$ cat src/rtl/md_sched_pkg.sv
// rtl/md_sched_pkg.sv - shared types and defaults for the pair scheduler
package md_sched_pkg;

  localparam int NUM_FILTER_DEF        = 7;
  localparam int PARTICLE_ID_WIDTH_DEF = 7;
  localparam int RD_LATENCY_DEF        = 2;

  typedef enum logic [2:0] {
    IDLE,
    PH_INIT,
    REF_RD,
    REF_WAIT,
    STREAM,
    FLUSH,
    DRAIN,
    NEXT
  } sched_state_t;

  typedef logic [PARTICLE_ID_WIDTH_DEF:0]   count_t;
  typedef logic [PARTICLE_ID_WIDTH_DEF-1:0] pid_t;

endpackage

$ cat src/rtl/pair_sched_delay.sv
// rtl/pair_sched_delay.sv - fixed-depth shift register with asynchronous clear
module pair_sched_delay #(
  parameter int WIDTH = 8,
  parameter int DEPTH = 2
) (
  input  logic             clk,
  input  logic             rst_n,
  input  logic [WIDTH-1:0] din,
  output logic [WIDTH-1:0] dout
);

  logic [WIDTH-1:0] stage [DEPTH];

  always_ff @(posedge clk or negedge rst_n) begin
    if (!rst_n) begin
      for (int i = 0; i < DEPTH; i++) stage[i] <= '0;
    end else begin
      stage[0] <= din;
      for (int i = 1; i < DEPTH; i++) stage[i] <= stage[i-1];
    end
  end

  assign dout = stage[DEPTH-1];

endmodule

$ cat src/rtl/pair_scheduler.sv
// rtl/pair_scheduler.sv - sequences reference/neighbour reads for one force-evaluation pass
module pair_scheduler
  import md_sched_pkg::*;
#(
  parameter int NUM_FILTER        = NUM_FILTER_DEF,
  parameter int PARTICLE_ID_WIDTH = PARTICLE_ID_WIDTH_DEF,
  parameter int RD_LATENCY        = RD_LATENCY_DEF
) (
  input  logic                                        clk,
  input  logic                                        rst,
  input  logic                                        start,
  input  logic [PARTICLE_ID_WIDTH:0]                  ref_count,
  input  logic [NUM_FILTER-1:0][PARTICLE_ID_WIDTH:0]  nb_count,
  input  logic [NUM_FILTER-1:0]                       back_pressure,
  input  logic                                        all_buffer_empty,
  output logic                                        phase,
  output logic                                        ref_rd_en,
  output logic [PARTICLE_ID_WIDTH-1:0]                ref_rd_addr,
  output logic                                        ref_load,
  output logic                                        nb_rd_en,
  output logic [PARTICLE_ID_WIDTH-1:0]                nb_rd_addr,
  output logic [NUM_FILTER-1:0]                       input_valid,
  output logic [PARTICLE_ID_WIDTH-1:0]                nb_id_in,
  output logic                                        busy,
  output logic                                        done
);

  localparam int CW = PARTICLE_ID_WIDTH + 1;
  localparam int DW = NUM_FILTER + PARTICLE_ID_WIDTH;

  sched_state_t state, state_nxt;

  logic [CW-1:0]                 cnt_ref, nb_max, r, n, nb_max_in;
  logic [NUM_FILTER-1:0][CW-1:0] cnt_nb;
  logic [2:0]                    wait_cnt;
  logic                          phase_q;
  logic [NUM_FILTER-1:0]         en;
  logic                          issue, last_issue, more_ref, wait_done, flush_done;
  logic [DW-1:0]                 dl_in, dl_out;

  always_comb begin
    nb_max_in = '0;
    for (int k = 0; k < NUM_FILTER; k++)
      if (nb_count[k] > nb_max_in) nb_max_in = nb_count[k];
  end

  // Filter 0 is the home cell: phase 0 only pairs with higher ids (half shell).
  always_comb begin
    en = '0;
    for (int k = 0; k < NUM_FILTER; k++) en[k] = (n < cnt_nb[k]);
    en[0] = (n < cnt_nb[0]) && (phase_q || (n > r));
  end

  assign issue      = (state == STREAM) && (back_pressure == '0);
  assign last_issue = issue && ((n + CW'(1)) == nb_max);
  assign more_ref   = (r + CW'(1)) < cnt_ref;
  assign wait_done  = (wait_cnt == 3'(RD_LATENCY - 1));
  assign flush_done = (wait_cnt == 3'(RD_LATENCY));

  always_ff @(posedge clk or negedge rst) begin
    if (!rst) state <= IDLE;
    else      state <= state_nxt;
  end

  always_comb begin
    state_nxt = state;
    done      = 1'b0;
    case (state)
      IDLE:     if (start) state_nxt = PH_INIT;
      PH_INIT:  state_nxt = (ref_count == '0) ? NEXT : REF_RD;
      REF_RD:   state_nxt = REF_WAIT;
      REF_WAIT: if (wait_done) state_nxt = (nb_max == '0) ? FLUSH : STREAM;
      STREAM:   if (last_issue) state_nxt = FLUSH;
      FLUSH:    if (flush_done) state_nxt = DRAIN;
      DRAIN:    if (all_buffer_empty) state_nxt = NEXT;
      NEXT: begin
        if (more_ref)      state_nxt = REF_RD;
        else if (!phase_q) state_nxt = PH_INIT;
        else begin
          done      = 1'b1;
          state_nxt = IDLE;
        end
      end
      default:  state_nxt = IDLE;
    endcase
  end

  always_ff @(posedge clk or negedge rst) begin
    if (!rst) begin
      cnt_ref  <= '0;
      cnt_nb   <= '0;
      nb_max   <= '0;
      r        <= '0;
      n        <= '0;
      wait_cnt <= '0;
      phase_q  <= 1'b0;
    end else begin
      wait_cnt <= (state_nxt == state) ? wait_cnt + 3'd1 : 3'd0;
      case (state)
        IDLE:     if (start) phase_q <= 1'b0;
        PH_INIT: begin
          cnt_ref <= ref_count;
          cnt_nb  <= nb_count;
          nb_max  <= nb_max_in;
          r       <= '0;
        end
        REF_WAIT: n <= '0;
        STREAM:   if (issue) n <= n + CW'(1);
        NEXT: begin
          if (more_ref)      r <= r + CW'(1);
          else if (!phase_q) phase_q <= 1'b1;
          else               phase_q <= 1'b0;
        end
        default: ;
      endcase
    end
  end

  assign phase       = phase_q;
  assign busy        = (state != IDLE);
  assign ref_rd_en   = (state == REF_RD);
  assign ref_rd_addr = ref_rd_en ? r[PARTICLE_ID_WIDTH-1:0] : '0;
  assign nb_rd_en    = issue;
  assign nb_rd_addr  = issue ? n[PARTICLE_ID_WIDTH-1:0] : '0;
  assign dl_in       = issue ? {en, n[PARTICLE_ID_WIDTH-1:0]} : '0;

  pair_sched_delay #(.WIDTH(DW), .DEPTH(RD_LATENCY)) u_pair_delay (
    .clk  (clk),
    .rst_n(rst),
    .din  (dl_in),
    .dout (dl_out)
  );

  assign input_valid = dl_out[DW-1:PARTICLE_ID_WIDTH];
  assign nb_id_in    = dl_out[PARTICLE_ID_WIDTH-1:0];

  pair_sched_delay #(.WIDTH(1), .DEPTH(RD_LATENCY)) u_ref_delay (
    .clk  (clk),
    .rst_n(rst),
    .din  (ref_rd_en),
    .dout (ref_load)
  );

endmodule
$ cat config.mk
export PLATFORM = sky130hd
export DESIGN_NAME = pair_scheduler
export DESIGN_NICKNAME = d
export VERILOG_FILES = /design/src/rtl/md_sched_pkg.sv /design/src/rtl/pair_sched_delay.sv /design/src/rtl/pair_scheduler.sv
export SDC_FILE = /design/constraint.sdc
export NUM_CORES = 1
export LEC_CHECK = 0
export CORE_UTILIZATION = 45
export DETAILED_ROUTE_END_ITERATION = 10
export DONT_BUFFER_PORTS = 1
export PLACE_DENSITY = 0.67
export SYNTH_ARGS = -nofsm -noshare
export SYNTH_HDL_FRONTEND = slang
export SYNTH_SLANG_ARGS = --single-unit
$ cat constraint.sdc
create_clock -name clk -period 10 [get_ports clk]
set_input_delay 3 -clock clk [delete_from_list [all_inputs] [get_ports clk]]
set_output_delay 3 -clock clk [all_outputs]
set_load 0.01 [all_outputs]
==> Word-level counts from Yosys, hierarchy flattened <==
Index checks and enable logic that the tools add are counted.
{ "op_classes": {"n_addsub": 3, "order_cmp": 16, "eq_ne": 15, "mux": 32, "n_reduce_logical": 15} }
{ "ops": {"columns": ["operator", "n"], "rows": [
  ["$mux W8", 9],
  ["$lt A8 B8 Y1", 8],
  ["$gt A8 B8 Y1", 7],
  ["$pmux W8 S2", 2],
  ["$pmux W3 S8", 1],
  ["$mux W3", 7],
  ["$add A8 B1 Y8 const B", 2],
  ["$logic_not A8 Y1", 2],
  ["$mux W14", 1],
  ["$mux W7", 2],
  ["$eq A3 B3 Y1 const B", 4],
  ["$eq A3 B2 Y1 const B", 3],
  ["$eq A8 B8 Y1", 1],
  ["$gt A8 B1 Y1 const B", 1],
  ["$mux W1", 8],
  ["$ne A2 B2 Y1 const B", 4],
  ["$logic_not A7 Y1", 1],
  ["$eq A3 B1 Y1 const B", 2],
  ["$reduce_bool A2 Y1", 3],
  ["$reduce_and A2 Y1", 2],
  ["$add A3 B1 Y3 const B", 1],
  ["$eq A3 B3 Y1", 1],
  ["$logic_and A1 B1 Y1", 3],
  ["$logic_not A3 Y1", 1],
  ["other kinds (5)", 5]
]} }
{ "word_totals": {"reg_bits": 125, "input_bits": 75, "output_inout_bits": 34, "wordCells": 99} }

==> Depth between registers and ports, before layout <==
Gate-level depths: netlist of run 1.
{ "logic_depth": {"word_depth": 14, "ltp_mapped": 60, "ltp_nobuf": 56} }

==> Modules after synthesis <==
Synthesis of run 1 repeated with hierarchy kept, for this count alone.
{ "unflattened": {"hier_cells": 926, "area_unflattened_um2": 8415.6} }
{ "modules_own_cells": {"columns": ["mod", "n_inst", "cells_per_inst", "area_each_um2", "seq_area_each_um2"], "rows": [
  ["pair_scheduler", 1, 882, 7559.8, 2377.3],
  ["pair_sched_delay (u_pair_delay)", 1, 42, 805.8, 700.7],
  ["pair_sched_delay (u_ref_delay)", 1, 2, 50.0, 50.0]
]} }

==> Worst setup path after synthesis of run 1 <==
No wires, ideal clock.
{ "synth_timing": {"path_kind": "input to register", "start": "in nb_count[2] in the netlist's numbering", "end": "reg nb_max[2]", "setup_time_ps": 91, "arrival_time_ps": 12463, "required_ps": 9909, "path_slack_ps": -2554, "stages": 57, "path_buffers": 4, "path_cell_list": "inv_1 ha_1 nand4_2 or3_1 and2_4 nor2_4 mux2_2 inv_1 ha_1 nor2b_1 o211ai_1 nand4b_1 nand3_1 clkbuf_1 nor2_1 a21oi_1 inv_1 ha_1 (+21 left out) ha_1 a21o_1 a21o_1 a211oi_1 a22o_1 o21ai_0 a21oi_2 or2_1 buf_6 a31oi_4 ha_1 a21o_1 a21o_1 a21oi_1 o21ai_0 nand2_1 nand2_1 o221ai_1"} }
{ "synth_via": {"elab_chain_len": 14} }
{ "synth_rtl": {"columns": ["item", "line_no", "source"], "rows": [
  ["start, declared", "pair_scheduler.sv:13", "input logic [NUM_FILTER-1:0][PARTICLE_ID_WIDTH:0] nb_count,"],
  ["$gt A8 B1 Y1", "pair_scheduler.sv:44", "if (nb_count[k] > nb_max_in) nb_max_in = nb_count[k];"],
  ["$mux W8 *", "pair_scheduler.sv:44", null],
  ["$gt A8 B8 Y1", "pair_scheduler.sv:44", null],
  ["$mux W8 *", "pair_scheduler.sv:44", null],
  ["$gt A8 B8 Y1", "pair_scheduler.sv:44", null],
  ["$mux W8 *", "pair_scheduler.sv:44", null],
  ["$gt A8 B8 Y1", "pair_scheduler.sv:44", null],
  ["$mux W8 *", "pair_scheduler.sv:44", null],
  ["$gt A8 B8 Y1", "pair_scheduler.sv:44", null],
  ["$mux W8 *", "pair_scheduler.sv:44", null],
  ["$gt A8 B8 Y1", "pair_scheduler.sv:44", null],
  ["$mux W8 *", "pair_scheduler.sv:44", null],
  ["$gt A8 B8 Y1", "pair_scheduler.sv:44", null],
  ["$mux W8 *", "pair_scheduler.sv:44", null],
  ["end signal, assigned", "pair_scheduler.sv:104", "nb_max <= nb_max_in;"],
  ["end, declared", "pair_scheduler.sv:33", "logic [CW-1:0] cnt_ref, nb_max, r, n, nb_max_in;"]
]} }
Every way passes the cells marked *; elsewhere a longest branch is shown, timed or not.
A chain may end at the register's enable or synchronous reset.

==> Worst setup path after layout of run 1 <==
{ "layout_timing": {"start": "in nb_count[2] in the netlist's numbering", "end": "reg nb_max[1]"} }
The elaborated chain is that of the path after synthesis.

==> flow_results.xml, run 1 <==
<?xml version="1.0" encoding="UTF-8"?>
<metrics>
  <group name="worst_setup_path">
    <metric name="critPathSlowestCell" unit="">sky130_fd_sc_hd__or3_4</metric>
    <metric name="endpoint" unit="">nb_max[1]</metric>
    <metric name="reg2reg_depth" unit="">12</metric>
    <metric name="most_used_cell_cp" unit="">sky130_fd_sc_hd__ha_4</metric>
    <metric name="flop2flop_setup_slack" unit="ns">6.62</metric>
    <metric name="startpoint" unit="">nb_count[2]</metric>
    <metric name="setup.worst_path.end_class" unit="">register</metric>
    <metric name="kind_of_critical_path" unit="">in2reg</metric>
    <metric name="critPathMaxFanout" unit="">6</metric>
    <metric name="cpPeakStageDelay" unit="ns">0.40</metric>
    <metric name="critPathLaunchType" unit="">primary input</metric>
    <metric name="arrival" unit="ns">11.80</metric>
    <metric name="reg2reg_to" unit="">r[0]</metric>
    <metric name="crit-reg2reg-launch" unit="">r[0]</metric>
    <metric name="endpoint_required_time_on_the_critical_path" unit="ns">10.31</metric>
  </group>
  <group name="route">
    <metric name="detail_route.wirelength" unit="um">23300</metric>
    <metric name="antenna_violating_nets_post_route" unit="">0</metric>
    <metric name="routed_via_density" unit="">5.48</metric>
    <metric name="route.detailed.drc" unit="">0</metric>
    <metric name="route.vias.total" unit="">7148</metric>
    <metric name="first_pass_iters" unit="">4</metric>
    <metric name="detailedRoute.firstIterationViolations" unit="">377</metric>
    <metric name="post_drt_wl_per_cell" unit="um">17.9</metric>
  </group>
  <group name="sta">
    <metric name="slew-limit-headroom" unit="%">20.2</metric>
    <metric name="pin_slew_with_the_least_headroom_to_its_limit" unit="ns">1.19</metric>
    <metric name="post-route-worst-setup-slack" unit="ns">-1.49</metric>
    <metric name="timing.final.setup_violations" unit="">8</metric>
    <metric name="timing.hold.ws" unit="ns">0.341</metric>
    <metric name="final_max_slew_viol_count" unit="">0</metric>
    <metric name="clock-skew-final" unit="ns">0.00662</metric>
    <metric name="maxClockFrequency" unit="GHz">0.0870</metric>
    <metric name="grt_setup_unrepaired" unit="">yes</metric>
    <metric name="hold_violations" unit="">0</metric>
    <metric name="final.period_utilization" unit="%">115</metric>
    <metric name="period_minus_ws_final" unit="ns">11.49</metric>
  </group>
  <group name="logic_synthesis">
    <metric name="postSynthRegisterBits" unit="">125</metric>
    <metric name="avgSynthCellArea" unit="um2">8.98</metric>
    <metric name="post-synth-top-area-cell" unit="">sky130_fd_sc_hd__dfrtp_1</metric>
    <metric name="synth_cell_types" unit="">69</metric>
    <metric name="yosys_warnings" unit="">0</metric>
    <metric name="summed_instance_area_of_the_synthesized_netlist" unit="um2">8570</metric>
    <metric name="postSynthNetCount" unit="">1143</metric>
    <metric name="synthesis.instances" unit="">955</metric>
    <metric name="yosys.area.top_type_share" unit="%">36.5</metric>
    <metric name="async_flop_share" unit="%">100</metric>
    <metric name="yosys_most_used_dff" unit="">sky130_fd_sc_hd__dfrtp_1</metric>
    <metric name="synth_area_leaders" unit="">sky130_fd_sc_hd__dfrtp_1 36%, sky130_fd_sc_hd__ha_1 16%, sky130_fd_sc_hd__o21ai_0 6.6%</metric>
    <metric name="synth-seq-area-share" unit="%">36.5</metric>
    <metric name="synth_edf_count" unit="">0</metric>
  </group>
  <group name="power_and_ir_drop">
    <metric name="p_per_area" unit="nW/um2">307</metric>
    <metric name="total_leakage_power" unit="nW">5.13</metric>
    <metric name="power.ir.vdd_worst" unit="mV">0.198</metric>
    <metric name="finalPower" unit="W">0.00335</metric>
  </group>
  <group name="clock_tree">
    <metric name="clock_path_buffers" unit="">2</metric>
    <metric name="clock-root-buffer" unit="">sky130_fd_sc_hd__clkbuf_16</metric>
    <metric name="cts.sinks" unit="">125</metric>
    <metric name="ctsHtreeMaxLevel" unit="">4</metric>
    <metric name="insertion_delay" unit="ns">0.42</metric>
    <metric name="holdBufCountCts" unit="">0</metric>
    <metric name="cts.reportedPaths.clkPinSlew" unit="ns">0.05</metric>
    <metric name="tritoncts" unit="">done</metric>
    <metric name="cts_made_buffers" unit="">17</metric>
  </group>
  <group name="final_layout">
    <metric name="fill_cells" unit="">1534</metric>
    <metric name="syn_to_final_growth" unit="%">27.3</metric>
    <metric name="ff_latch_area" unit="um2">3130</metric>
    <metric name="final_common_cell" unit="">sky130_fd_sc_hd__buf_4</metric>
    <metric name="multi_input_comb_area" unit="um2">5440</metric>
    <metric name="instances_no_fill" unit="">1305</metric>
    <metric name="share_of_post_route_cells_with_drive_strength_above_1" unit="%">28.7</metric>
    <metric name="final_nets" unit="">1248</metric>
    <metric name="layout.cells.most_common_list" unit="">127 x sky130_fd_sc_hd__buf_4, 125 x sky130_fd_sc_hd__dfrtp_1, 110 x sky130_fd_sc_hd__nand2_1</metric>
    <metric name="num_antenna_cells" unit="">0</metric>
    <metric name="fin_area" unit="um2">10900</metric>
  </group>
  <group name="placed_design">
    <metric name="dp_slack" unit="ns">-2.11</metric>
    <metric name="postPlaceCellArea" unit="um2">9440</metric>
    <metric name="dpl_cells" unit="">1235</metric>
    <metric name="port_buffer_count" unit="">0</metric>
    <metric name="dp.final_hpwl" unit="um">16100</metric>
    <metric name="place_congestion" unit="">0.860</metric>
  </group>
  <group name="grt">
    <metric name="initial_antenna_violation_count" unit="">0</metric>
    <metric name="maximum_number_of_pins_on_one_net_before_global_route_repair" unit="">126</metric>
    <metric name="grt_overflow_total" unit="">0</metric>
    <metric name="grtUsageTotal" unit="%">24.4</metric>
    <metric name="grt_pass1_vias" unit="">7025</metric>
    <metric name="wire_length_of_the_first_global_routing_pass" unit="um">37100</metric>
  </group>
  <group name="status">
    <metric name="status" unit="">finished with violations</metric>
    <metric name="failing_checks" unit="">setup timing</metric>
  </group>
  <group name="die">
    <metric name="die_width" unit="um">140</metric>
    <metric name="fp.dieArea" unit="um2">19600</metric>
    <metric name="chipHeight" unit="um">140</metric>
    <metric name="fp_rows" unit="">50</metric>
    <metric name="placeableCoreArea" unit="um2">18700</metric>
    <metric name="boundaryPins" unit="">109</metric>
    <metric name="floorplan.initialDensity" unit="%">45.8</metric>
  </group>
  <group name="flow_run">
    <metric name="maxCapViolations" unit="">0</metric>
  </group>
  <group name="min_path">
    <metric name="hold-path-cell-count" unit="">0</metric>
    <metric name="min_path_type" unit="">reg2reg</metric>
  </group>
</metrics>
power by group:
part	switching, W	internal (W)	leakage (nW)
logic	0.000982	0.000999	3.23
clock network	0.000213	0.000407	0.289
registers	0.0000854	0.000666	1.61
how the worst min path moves through the flow:
stage	end	from	slack [ns]
finish	u_pair_delay.dout[3]	u_pair_delay.stage[17]	0.34
global route	u_pair_delay.dout[6]	u_pair_delay.stage[20]	0.36
floorplan	u_pair_delay.dout[0]	u_pair_delay.stage[14]	0.33
detailed placement	u_pair_delay.dout[1]	u_pair_delay.stage[15]	0.33
global placement	u_pair_delay.dout[4]	u_pair_delay.stage[18]	0.33
CTS	u_pair_delay.dout[3]	u_pair_delay.stage[17]	0.34
sequential cells by signal (all words and copies together) (netlist names):
signal / count
state: 3
u_ref_delay.stage: 1
wait_cnt: 3
r: 8
phase: 1
u_pair_delay.stage: 14
cnt_nb: 56
u_pair_delay.dout: 14
nb_max: 8
cnt_ref: 8
u_ref_delay.dout: 1
n: 8
cell type report:
type                    instances  share of cell area, %
repair buffers                136                   9.75
inverters                     104                   3.61
well taps                     234                   2.68
clock inverters                 7                   1.03
flip-flops and latches        125                   28.7
multi-input cells             676                   49.9
clock buffers                  23                   4.38
synthesized netlist by cell type, types with 13 or more instances:
cell	number
sky130_fd_sc_hd__o21a_1	13
sky130_fd_sc_hd__inv_1	101
sky130_fd_sc_hd__nand3_1	30
sky130_fd_sc_hd__o21ai_0	113
sky130_fd_sc_hd__nor2_1	33
sky130_fd_sc_hd__clkbuf_1	25
sky130_fd_sc_hd__xnor2_1	13
sky130_fd_sc_hd__buf_4	21
sky130_fd_sc_hd__ha_1	113
sky130_fd_sc_hd__nand2_1	119
sky130_fd_sc_hd__dfrtp_1	125
sky130_fd_sc_hd__a21oi_1	33
sky130_fd_sc_hd__nand2b_1	18
cell families (layout without fill, tap and decap cells):
group	after synthesis	count (layout)	share of synthesized area, %
xor gates and xnor gates	22	22	2.25
muxes	10	10	1.24
DFF	125	125	36.5
AOI/OAI and AO/OA	238	240	18.4
buffers and inverters	156	270	8.16
adders and majority gates	113	113	16.5
and+or+nand+nor	291	291	16.9
repair_timing:
action | 4_1_cts | 5_1_grt
buffers inserted | 25 | 13
gates resized for setup | 89 | 26
pin swaps | 60 | 27
cloned | 3 | 0
setup endpoints to repair | 8 | 8
per-stage QoR:
stage / util [%] / setup TNS [ns]
3_3_place_gp: 50.4 / -14.19
2_1_floorplan: - / -13.32
6_report: 58.3 / -11.50
4_1_cts: 57.0 / -9.64
5_1_grt: 58.3 / -15.46
3_5_place_dp: 50.4 / -16.69
worst max-delay path, delay by kind of cell:
kind | cells | cell delay (ns)
AND/OR/NAND/NOR | 20 | 2.86
buffers and inverters | 7 | 0.72
multiplexers | 1 | 0.28
AO/OA/AOI/OAI | 22 | 3.37
adder cells (fa/ha/maj) | 6 | 1.55
layer usage:
layer / track usage (%) / part of all wire, % / up-vias
met3: 6.56 / 5.9 / 39
met1: 30.7 / 43 / 3418
met4: 7.46 / 2.0 / 0
met2: 40.8 / 49 / 188
met5: 0 / 0 / -
li1: - / - / 3503
Power figures use the tool's default switching activity.
==> run 2: changes to the inputs <==
CTS_CLUSTER_DIAMETER = 30   (was default)
SYNTH_HIERARCHICAL = 1   (was default)
==> run 2 against run 1 <==
Effect of this change:
- the flow finishes with violations (DRC, setup timing)
- design area shrank 7.3%
- first-iteration DRC count grew 1.3%
- worst setup slack got worse by 0.17 ns
- clock power rose by 9.2%
- combinational power shrank 36%
- die area shrank 1.8%
- wire length down 10%
- fmax fell by 1.5%
- total power is 20% lower
- critical path type unchanged
==> flow_results.xml, run 2 <==
<?xml version="1.0" encoding="UTF-8"?>
<metrics>
  <group name="status">
    <metric name="status" unit="">finished with violations</metric>
    <metric name="failing_checks" unit="">DRC, setup timing</metric>
  </group>
  <group name="power_and_ir_drop">
    <metric name="p_per_area" unit="nW/um2">267</metric>
    <metric name="total_leakage_power" unit="nW">4.84</metric>
    <metric name="finalPower" unit="W">0.00270</metric>
    <metric name="power.ir.vdd_worst" unit="mV">0.141</metric>
  </group>
  <group name="worst_setup_path">
    <metric name="startpoint" unit="">nb_count[1]</metric>
    <metric name="arrival" unit="ns">11.99</metric>
    <metric name="flop2flop_setup_slack" unit="ns">6.67</metric>
    <metric name="cpPeakStageDelay" unit="ns">0.49</metric>
    <metric name="reg2reg_to" unit="">wait_cnt[2]</metric>
    <metric name="critPathSlowestCell" unit="">sky130_fd_sc_hd__or4_4</metric>
    <metric name="count_of_buffering_cells_on_the_critical_path_with_inverters_included" unit="">2</metric>
    <metric name="critPathLaunchType" unit="">primary input</metric>
    <metric name="endpoint_required_time_on_the_critical_path" unit="ns">10.33</metric>
    <metric name="most_used_cell_cp" unit="">sky130_fd_sc_hd__a21oi_2</metric>
    <metric name="kind_of_critical_path" unit="">in2reg</metric>
    <metric name="crit-reg2reg-launch" unit="">r[0]</metric>
    <metric name="cpLargestDelayFamily" unit="">compound AO/OA/AOI/OAI gates</metric>
    <metric name="critPathMaxFanout" unit="">7</metric>
    <metric name="endpoint" unit="">nb_max[0]</metric>
    <metric name="cp.depth" unit="">50</metric>
    <metric name="reg2reg_depth" unit="">14</metric>
    <metric name="setup.worst_path.end_class" unit="">register</metric>
  </group>
  <group name="logic_synthesis">
    <metric name="postSynthRegisterBits" unit="">125</metric>
    <metric name="synthesis.instances" unit="">926</metric>
    <metric name="async_flop_share" unit="%">100</metric>
    <metric name="summed_instance_area_of_the_synthesized_netlist" unit="um2">8420</metric>
    <metric name="yosys.area.top_type_share" unit="%">37.2</metric>
    <metric name="yosys_most_used_dff" unit="">sky130_fd_sc_hd__dfrtp_1</metric>
    <metric name="synth-seq-area-share" unit="%">37.2</metric>
    <metric name="synth_edf_count" unit="">0</metric>
    <metric name="yosys_warnings" unit="">6</metric>
    <metric name="avgSynthCellArea" unit="um2">9.09</metric>
    <metric name="synth_cell_types" unit="">64</metric>
    <metric name="synth_area_leaders" unit="">sky130_fd_sc_hd__dfrtp_1 37%, sky130_fd_sc_hd__ha_1 17%, sky130_fd_sc_hd__o21ai_0 6.2%</metric>
    <metric name="post-synth-top-area-cell" unit="">sky130_fd_sc_hd__dfrtp_1</metric>
    <metric name="netlist_top_cells_count" unit="">125 x sky130_fd_sc_hd__dfrtp_1, 113 x sky130_fd_sc_hd__ha_1, 105 x sky130_fd_sc_hd__o21ai_0, 100 x sky130_fd_sc_hd__inv_1, 98 x sky130_fd_sc_hd__nand2_1</metric>
    <metric name="yosysMostFrequentCell" unit="">sky130_fd_sc_hd__dfrtp_1</metric>
    <metric name="postSynthNetCount" unit="">1114</metric>
  </group>
  <group name="grt">
    <metric name="grt_overflow_total" unit="">0</metric>
    <metric name="maximum_number_of_pins_on_one_net_before_global_route_repair" unit="">126</metric>
    <metric name="grtUsageTotal" unit="%">22.4</metric>
    <metric name="initial_antenna_violation_count" unit="">0</metric>
    <metric name="grt_pass1_vias" unit="">6444</metric>
    <metric name="wire_length_of_the_first_global_routing_pass" unit="um">33700</metric>
  </group>
  <group name="die">
    <metric name="chipHeight" unit="um">139</metric>
    <metric name="boundaryPins" unit="">109</metric>
    <metric name="die_width" unit="um">139</metric>
    <metric name="placeableCoreArea" unit="um2">18100</metric>
    <metric name="floorplan.initialDensity" unit="%">46.4</metric>
    <metric name="fp_rows" unit="">49</metric>
    <metric name="fp.dieArea" unit="um2">19300</metric>
  </group>
  <group name="final_layout">
    <metric name="largest_register_ffs" unit="">56</metric>
    <metric name="fill_cells" unit="">1591</metric>
    <metric name="largest_register" unit="">cnt_nb</metric>
    <metric name="ff_latch_area" unit="um2">3130</metric>
    <metric name="final_nets" unit="">1170</metric>
    <metric name="num_antenna_cells" unit="">0</metric>
    <metric name="final_common_cell" unit="">sky130_fd_sc_hd__dfrtp_1</metric>
    <metric name="layout.cells.most_common_list" unit="">125 x sky130_fd_sc_hd__dfrtp_1, 109 x sky130_fd_sc_hd__ha_1, 98 x sky130_fd_sc_hd__inv_1</metric>
    <metric name="share_of_post_route_cells_with_drive_strength_above_1" unit="%">21.4</metric>
    <metric name="instances_no_fill" unit="">1224</metric>
    <metric name="multi_input_comb_area" unit="um2">5000</metric>
    <metric name="syn_to_final_growth" unit="%">20.2</metric>
  </group>
  <group name="min_path">
    <metric name="min_path_type" unit="">reg2reg</metric>
  </group>
  <group name="placed_design">
    <metric name="place_congestion" unit="">0.888</metric>
    <metric name="dp.final_hpwl" unit="um">14500</metric>
    <metric name="dpl_cells" unit="">1177</metric>
    <metric name="port_buffer_count" unit="">0</metric>
  </group>
  <group name="sta">
    <metric name="post-route-worst-setup-slack" unit="ns">-1.66</metric>
    <metric name="slew-limit-headroom" unit="%">43.9</metric>
    <metric name="final.period_utilization" unit="%">117</metric>
    <metric name="pin_slew_with_the_least_headroom_to_its_limit" unit="ns">0.841</metric>
    <metric name="final_max_slew_viol_count" unit="">0</metric>
    <metric name="tns" unit="ns">-13.11</metric>
    <metric name="clock-skew-final" unit="ns">0.0106</metric>
    <metric name="grt_setup_unrepaired" unit="">yes</metric>
    <metric name="period_minus_ws_final" unit="ns">11.66</metric>
    <metric name="maxClockFrequency" unit="GHz">0.0857</metric>
    <metric name="timing.final.setup_violations" unit="">8</metric>
    <metric name="hold_violations" unit="">0</metric>
  </group>
  <group name="clock_tree">
    <metric name="cts.reportedPaths.clkPinSlew" unit="ns">0.06</metric>
    <metric name="ctsHtreeMaxLevel" unit="">4</metric>
    <metric name="cts_made_buffers" unit="">17</metric>
    <metric name="tritoncts" unit="">done</metric>
    <metric name="clock_path_buffers" unit="">2</metric>
    <metric name="clock-root-buffer" unit="">sky130_fd_sc_hd__clkbuf_16</metric>
    <metric name="cts.sinks" unit="">125</metric>
    <metric name="insertion_delay" unit="ns">0.42</metric>
  </group>
  <group name="route">
    <metric name="routed_via_density" unit="">5.40</metric>
    <metric name="post_drt_wl_per_cell" unit="um">17.0</metric>
    <metric name="route.detailed.drc" unit="">6</metric>
    <metric name="detailedRoute.firstIterationViolations" unit="">382</metric>
    <metric name="first_pass_iters" unit="">10</metric>
    <metric name="detail_route.wirelength" unit="um">20900</metric>
    <metric name="antenna_violating_nets_post_route" unit="">0</metric>
    <metric name="route.vias.total" unit="">6610</metric>
  </group>
  <group name="flow_run">
    <metric name="maxCapViolations" unit="">0</metric>
  </group>
</metrics>
-- run 2: changes by cell type after synthesis, sizes merged, moves of 7 or more --
cell | previous run | this run
mux2 | 5 | 19
mux2i | 5 | 14
nand2 | 119 | 98
nor4 | 12 | 5
o21a | 13 | 20
o21ai | 117 | 110
o22ai | 1 | 8
or3 | 10 | 2
-- run 2: worst min path at each step --
stage	start	end	slack (ns)	cells after the start
2_1_floorplan	u_pair_delay/stage[14]	u_pair_delay/dout[0]	0.33	0
3_3_place_gp	u_pair_delay/stage[14]	u_pair_delay/dout[0]	0.33	0
3_5_place_dp	u_pair_delay/stage[21]	u_pair_delay/dout[7]	0.34	0
4_1_cts	u_pair_delay/stage[21]	u_pair_delay/dout[7]	0.35	0
5_1_grt	u_pair_delay/stage[21]	u_pair_delay/dout[7]	0.36	0
6_report	u_pair_delay/stage[15]	u_pair_delay/dout[1]	0.35	0
-- run 2: final cells by class --
cell class	instances	area share [%]
clock buffers	18	4.34
clock inverters	14	2.02
inverters	102	3.91
multi-input cells	651	49.4
flip-flops and latches	125	30.9
well taps	229	2.83
repair buffers	85	6.53
-- run 2: repair_timing --
action / CTS / global route
resized for setup: 29 / 37
cloned: 2 / 0
pin swaps: 11 / 18
hold buffers: 0 / 0
endpoints found under the setup margin: 8 / 8
setup buffers: 4 / 9
-- run 2: layer usage --
metal | vias up | routed length (um) | GRT usage [%]
li1 | 3305 | - | -
met1 | 3143 | 9460 | 29.8
met2 | 145 | 9900 | 36.2
met3 | 17 | 1320 | 6.25
met4 | 0 | 181 | 5.09
met5 | - | 0 | 0
-- run 2: power breakdown --
group / total, W / internal (W) / switching, W
combinational: 0.00127 / 0.000610 / 0.000662
clock: 0.000677 / 0.000429 / 0.000248
sequential: 0.000749 / 0.000667 / 0.0000812
total: 0.00270 / 0.00171 / 0.000991
-- run 2: worst reg2reg max path, stage by stage, from the launching register on --
cell and delay (ns):
sky130_fd_sc_hd__dfrtp_1 0.48, sky130_fd_sc_hd__ha_1 0.36, sky130_fd_sc_hd__ha_1 0.27, sky130_fd_sc_hd__a21boi_0 0.12, sky130_fd_sc_hd__o21a_1 0.18, sky130_fd_sc_hd__o21a_1 0.17
sky130_fd_sc_hd__o21a_1 0.16, sky130_fd_sc_hd__o21a_1 0.16, sky130_fd_sc_hd__o21a_1 0.15, sky130_fd_sc_hd__o21ai_0 0.24, sky130_fd_sc_hd__a211oi_1 0.15, sky130_fd_sc_hd__o32a_1 0.39
sky130_fd_sc_hd__xnor2_1 0.15, sky130_fd_sc_hd__nand3_1 0.15, sky130_fd_sc_hd__nor2_1 0.13
-- run 2: cells by family (layout without fill, tap and decap cells) --
family / Yosys count / count (layout) / synth area share (%)
and+or+nand+nor: 247 / 247 / 14.1
DFF: 125 / 125 / 37.2
adders and majority gates: 113 / 113 / 16.8
xor gates and xnor gates: 20 / 20 / 2.08
muxes: 33 / 34 / 4.25
AOI/OAI and AO/OA: 236 / 237 / 17.8
buffers and inverters: 152 / 219 / 7.82
-- run 2: through the flow --
step,area [um2],setup WS [ns],util [%],hold slack [ns]
CTS,9890,-1.52,54.5,0.349
global placement,9080,-1.91,50.0,0.332
global route,10100,-2.10,55.7,0.356
finish,10100,-1.66,55.7,0.346
detailed placement,9080,-2.12,50.0,0.336
floorplan,8540,-1.97,-,0.331
==> RTL edit 1, RTL diff (config.mk and constraints of run 1) <==
Change the package constant `NUM_FILTER_DEF` from 7 to 8.
--- a/src/rtl/md_sched_pkg.sv
+++ b/src/rtl/md_sched_pkg.sv
@@ -3,3 +3,3 @@
 
-  localparam int NUM_FILTER_DEF        = 7;
+  localparam int NUM_FILTER_DEF        = 8;
   localparam int PARTICLE_ID_WIDTH_DEF = 7;
Interface: changed (resized back_pressure, input_valid and nb_count); port bits go from 109 to 119. No check against the original RTL was run, so the function may have changed too.
==> RTL edit 1 against run 1 <==
  * The flow still finishes with violations (negative setup slack)
  * First-iteration DRC count is 23% higher
  * Synthesized cell count increased by 6.1%
  * Setup slack lost 2.0 ns
  * Power is 8.7% higher
  * Cell area up 6.3%
  * Synthesized area is 8.5% higher
  * Wire length grew 3.9%
  * Utilization is 0.99 points lower
  * Sequential share of layout area grew 0.45 points
  * Register-to-register slack better by 0.08 ns
  * Sequential cell count increased by 10
  * Global-route usage shrank 0.86 points
  * Highest routed layer unchanged
==> RTL edit 1: results (changes against run 1) <==
Setup ws final -> -3.498 ns (was -1.493 ns)
Synth Area in XOR/XNOR -> 2.167% (was 2.248%)
Worst slew pin tran -> 0.9429 ns (was 1.194 ns)
Gr usage total -> 23.52% (was 24.39%)
Setup TNS -> -27.79 ns (was -11.50 ns)
Seq/Total Area, Yosys -> 36.33% (was 36.49%)
Min-delay src -> u_ref_delay.stage[1]$_DFF_PN0_ (was u_pair_delay.stage[17]$_DFF_PN0_)
Ranking of synthesized cells by area -> dfrtp_1, ha_1, o21ai_0 (unchanged)
Post-Synth Adder-Cell Area -> 16.96% (was 16.49%)
Violated checks -> negative setup slack (unchanged)
Area after DPL -> 0.01034 mm^2 (was 0.009435 mm^2)
Final count of negative-setup-slack endpoints -> 8 (unchanged)
Vias per cell -> 5.350 (was 5.477)
Proportion of layout cells with a drive suffix above 1 -> 26.98% (was 28.66%)
Start point of the critical path -> nb_count[7] (was nb_count[2])
CP max stage delay -> 0.31 ns (was 0.40 ns)
Hpwl dp -> 17040 um (was 16090 um)
DR iter-0 viols -> 463 (was 377)
Vias in the first global route -> 7559 (was 7025)
Status -> finished with violations (unchanged)
R2r worst-path depth -> 13 (was 12)
Max reg flops -> 64 (was 56)
Final Hold Slack -> 0.3474 ns (was 0.3407 ns)
Mean routed wirelength per cell -> 17.38 um (was 17.86 um)
Mux cell area share after synthesis -> 4.131% (was 1.241%)
Post-CTS Resized -> 82 (was 89)
DRT Pass-1 Iters -> 5 (was 4)
Largest net degree at the start of global routing -> 136 (was 126)
Postcts setup bufs -> 20 (was 25)
Filler instances -> 1690 (was 1534)
Inst Count DP -> 1332 (was 1235)
First-pass GRT wire length -> 39530 um (was 37130 um)
Hold path endpoint -> u_ref_delay.dout$_DFF_PN0_ (was u_pair_delay.dout[3]$_DFF_PN0_)
Global placer's final weighted congestion -> 0.8920 (was 0.8598)
-- RTL edit 1: per-layer routing --
metal | up-vias | global-route usage (%) | routed length, um
met5 | - | 0 | 0
met4 | 0 | 7.211 | 471
met3 | 35 | 5.862 | 1469
met2 | 189 | 38.47 | 11360
met1 | 3527 | 30.60 | 10900
li1 | 3701 | - | -
-- RTL edit 1: area by class of cell --
cell class / instances / area, um^2 / area share (%)
repair buffers: 131 / 1012 / 8.724
clock buffers: 17 / 425.4 / 3.667
well taps: 270 / 337.8 / 2.912
clock inverters: 15 / 167.7 / 1.445
inverters: 110 / 440.4 / 3.796
flip-flops and latches: 135 / 3378 / 29.12
multi-input cells: 715 / 5841 / 50.34
-- RTL edit 1: power breakdown --
group	internal (uW)	total (uW)	switching, uW
Sequential	724	810	85.3
Clock	373	636	263
Combinational	1150	2200	1040
Total	2250	3640	1390
==> RTL edit 2, RTL diff (config.mk and constraints of run 1) <==
Made on the original files. Encoding of `sched_state_t`: now one-hot (8 bits for 8 states).
--- a/src/rtl/md_sched_pkg.sv
+++ b/src/rtl/md_sched_pkg.sv
@@ -7,11 +7,11 @@
 
-  typedef enum logic [2:0] {
-    IDLE,
-    PH_INIT,
-    REF_RD,
-    REF_WAIT,
-    STREAM,
-    FLUSH,
-    DRAIN,
-    NEXT
+  typedef enum logic [7:0] {
+    IDLE     = 8'b00000001,
+    PH_INIT  = 8'b00000010,
+    REF_RD   = 8'b00000100,
+    REF_WAIT = 8'b00001000,
+    STREAM   = 8'b00010000,
+    FLUSH    = 8'b00100000,
+    DRAIN    = 8'b01000000,
+    NEXT     = 8'b10000000
   } sched_state_t;
Check against the original RTL: same outputs for any inputs over 10 cycles, from zero or initial values and one cycle with rst low; not proved beyond that.
==> RTL edit 2 against run 1 <==
  * The flow still finishes with violations (negative setup slack)
  * Via count up 0.92%
  * Hold slack better by 0.0050 ns
  * Die area up 2.4%
  * Sequential cell count up 5
  * Sequential power about the same
  * Cell area down 1.0%
  * Setup slack better by 0.29 ns
  * Power down 24%
  * Clock skew up 0.0027 ns
  * Highest routed layer unchanged
  * Largest cell class unchanged
  * Wire length down 5.0%
  * Non-clock buffer count down 22
  * Synthesized area up 2.5%
==> RTL edit 2: results (changes against run 1) <==
Vias in the first global route -> 7089 (was 7025)
Worst hold path type -> register to register (unchanged)
CP max-delay cell -> mux2_4 (was or3_4)
Hold path endpoint -> u_ref_delay.dout$_DFF_PN0_ (was u_pair_delay.dout[3]$_DFF_PN0_)
Worst-path fanout max -> 6 (unchanged)
Setup TNS -> -8.872 ns (was -11.50 ns)
Clock latency on the worst-skew pair -> 0.42 ns (about the same)
Avg Inst Size Synth -> 9.007 um^2 (was 8.976 um^2)
CP arrival -> 11.55 ns (was 11.80 ns)
CP max stage delay -> 0.35 ns (was 0.40 ns)
Clock slew at reported path FFs -> 0.06 ns
EDFF count, synth -> 0 (unchanged)
Global placer's final weighted congestion -> 0.8728 (was 0.8598)
Synth cell count leaders -> dfrtp_1, inv_1, nand2_1, ha_1, o21ai_0 (was dfrtp_1, nand2_1, ha_1, o21ai_0, inv_1)
Most flop-heavy register -> cnt_nb (unchanged)
Worst hold stages -> 0 (unchanged)
Area after DPL -> 0.009649 mm^2 (was 0.009435 mm^2)
Synth Area in XOR/XNOR -> 2.394% (was 2.248%)
Top delay family on crit path -> compound AO/OA/AOI/OAI gates (unchanged)
Final wirelength -> 22130 um (was 23300 um)
CP Capture Point -> nb_max[1]$_DFFE_PN0P_ (unchanged)
Final net count -> 1252 (was 1248)
Violated checks -> negative setup slack (unchanged)
Start point of the critical path -> nb_count[9] (was nb_count[2])
H-Tree Depth -> 4 (unchanged)
First-pass GRT wire length -> 36190 um (was 37130 um)
Async set-or-reset flop fraction in the synthesized netlist -> 100.0% (unchanged)
Relative slew margins -> 42.03% (was 20.16%)
Warnings, synthesis -> 0 (unchanged)
Hpwl dp -> 15790 um (was 16090 um)
Post-Syn Nets -> 1163 (was 1143)
Setup ws final -> -1.199 ns (was -1.493 ns)
Vias per cell -> 5.396 (was 5.477)
R2R Setup Slk -> 6.50 ns (was 6.62 ns)
Ranking of synthesized cells by area -> dfrtp_1, ha_1, o21ai_0 (unchanged)
Leakage power -> 0.005296 uW (was 0.005131 uW)
Min-delay src -> u_ref_delay.stage[1]$_DFF_PN0_ (was u_pair_delay.stage[17]$_DFF_PN0_)
Mux cell area share after synthesis -> 4.516% (was 1.241%)
Status -> finished with violations (unchanged)
DR iter-0 viols -> 396 (was 377)
R2r worst-path depth -> 15 (was 12)
Reg2reg end -> r[6]$_DFFE_PN0P_ (was r[0]$_DFFE_PN0P_)
Distinct cells, synth -> 64 (was 69)
IO buf count -> 0 (unchanged)
Largest net degree at the start of global routing -> 131 (was 126)
Seq/Total Area, Yosys -> 37.06% (was 36.49%)
Clock skew -> 0.009368 ns (was 0.006619 ns)
Post-synthesis compound-gate area fraction -> 15.32% (was 18.42%)
DR vias -> 7214 (was 7148)
Post-Synth Adder-Cell Area -> 16.10% (was 16.49%)
Clock root buffer -> clkbuf_16 (unchanged)
DRT Pass-1 Iters -> 5 (was 4)
Final count of negative-setup-slack endpoints -> 8 (unchanged)
Proportion of layout cells with a drive suffix above 1 -> 22.10% (was 28.66%)
Maximum vdd ir drop -> 0.1120 mV (was 0.1982 mV)
Gr usage total -> 23.21% (was 24.39%)
[RTL edit 2: where the power goes]
| part | switching, uW | internal [uW] | total (uW) |
|---|---|---|---|
| clock network | 245 | 428 | 673 |
| registers | 67.5 | 684 | 752 |
| logic | 568 | 552 | 1120 |
[RTL edit 2: layout make-up]
type,count,area [um^2]
fill,1667,8090
multi-input combinational,682,5236
sequential,130,3254
timing repair buffer,114,878.3
inverter,119,466.7
clock buffer,18,439.2
tap,260,325.3
clock inverter,14,202.7
[RTL edit 2: stage by stage]
stage	hold slack [ns]	power, uW	setup slack (ns)
3_5_place_dp	0.3358	1742	-1.761
4_1_cts	0.3492	2503	-1.179
3_3_place_gp	0.3317	1705	-1.555
2_1_floorplan	0.3312	1411	-1.366
5_1_grt	0.3555	2736	-1.578
6_report	0.3457	2545	-1.199
[RTL edit 2: cell families (layout without fill, tap and decap cells)]
logic type	count (synthesis)	count (layout)
buffers and inverters	163	265
adder cells (fa/ha/maj)	113	113
XOR/XNOR	24	24
AO/OA/AOI/OAI	213	213
multiplexers	37	37
AND/OR/NAND/NOR	295	295
flip-flops	130	130
[RTL edit 2: layer usage]
metal | up-vias | GRT usage, % | part of all wire (%)
met1 | 3470 | 28.61 | 43
met2 | 179 | 38.63 | 49
met5 | - | 0 | 0
li1 | 3528 | - | -
met4 | 0 | 8.376 | 1.9
met3 | 37 | 6.581 | 6.0
[RTL edit 2: what timing repair did]
| item | 4_1_cts | 5_1_grt |
|---|---|---|
| resized for setup | 26 | 32 |
| pin swaps | 40 | 22 |
| hold buffers | 0 | 0 |
| setup buffers | 24 | 6 |
| endpoints found under the setup margin | 8 | 8 |
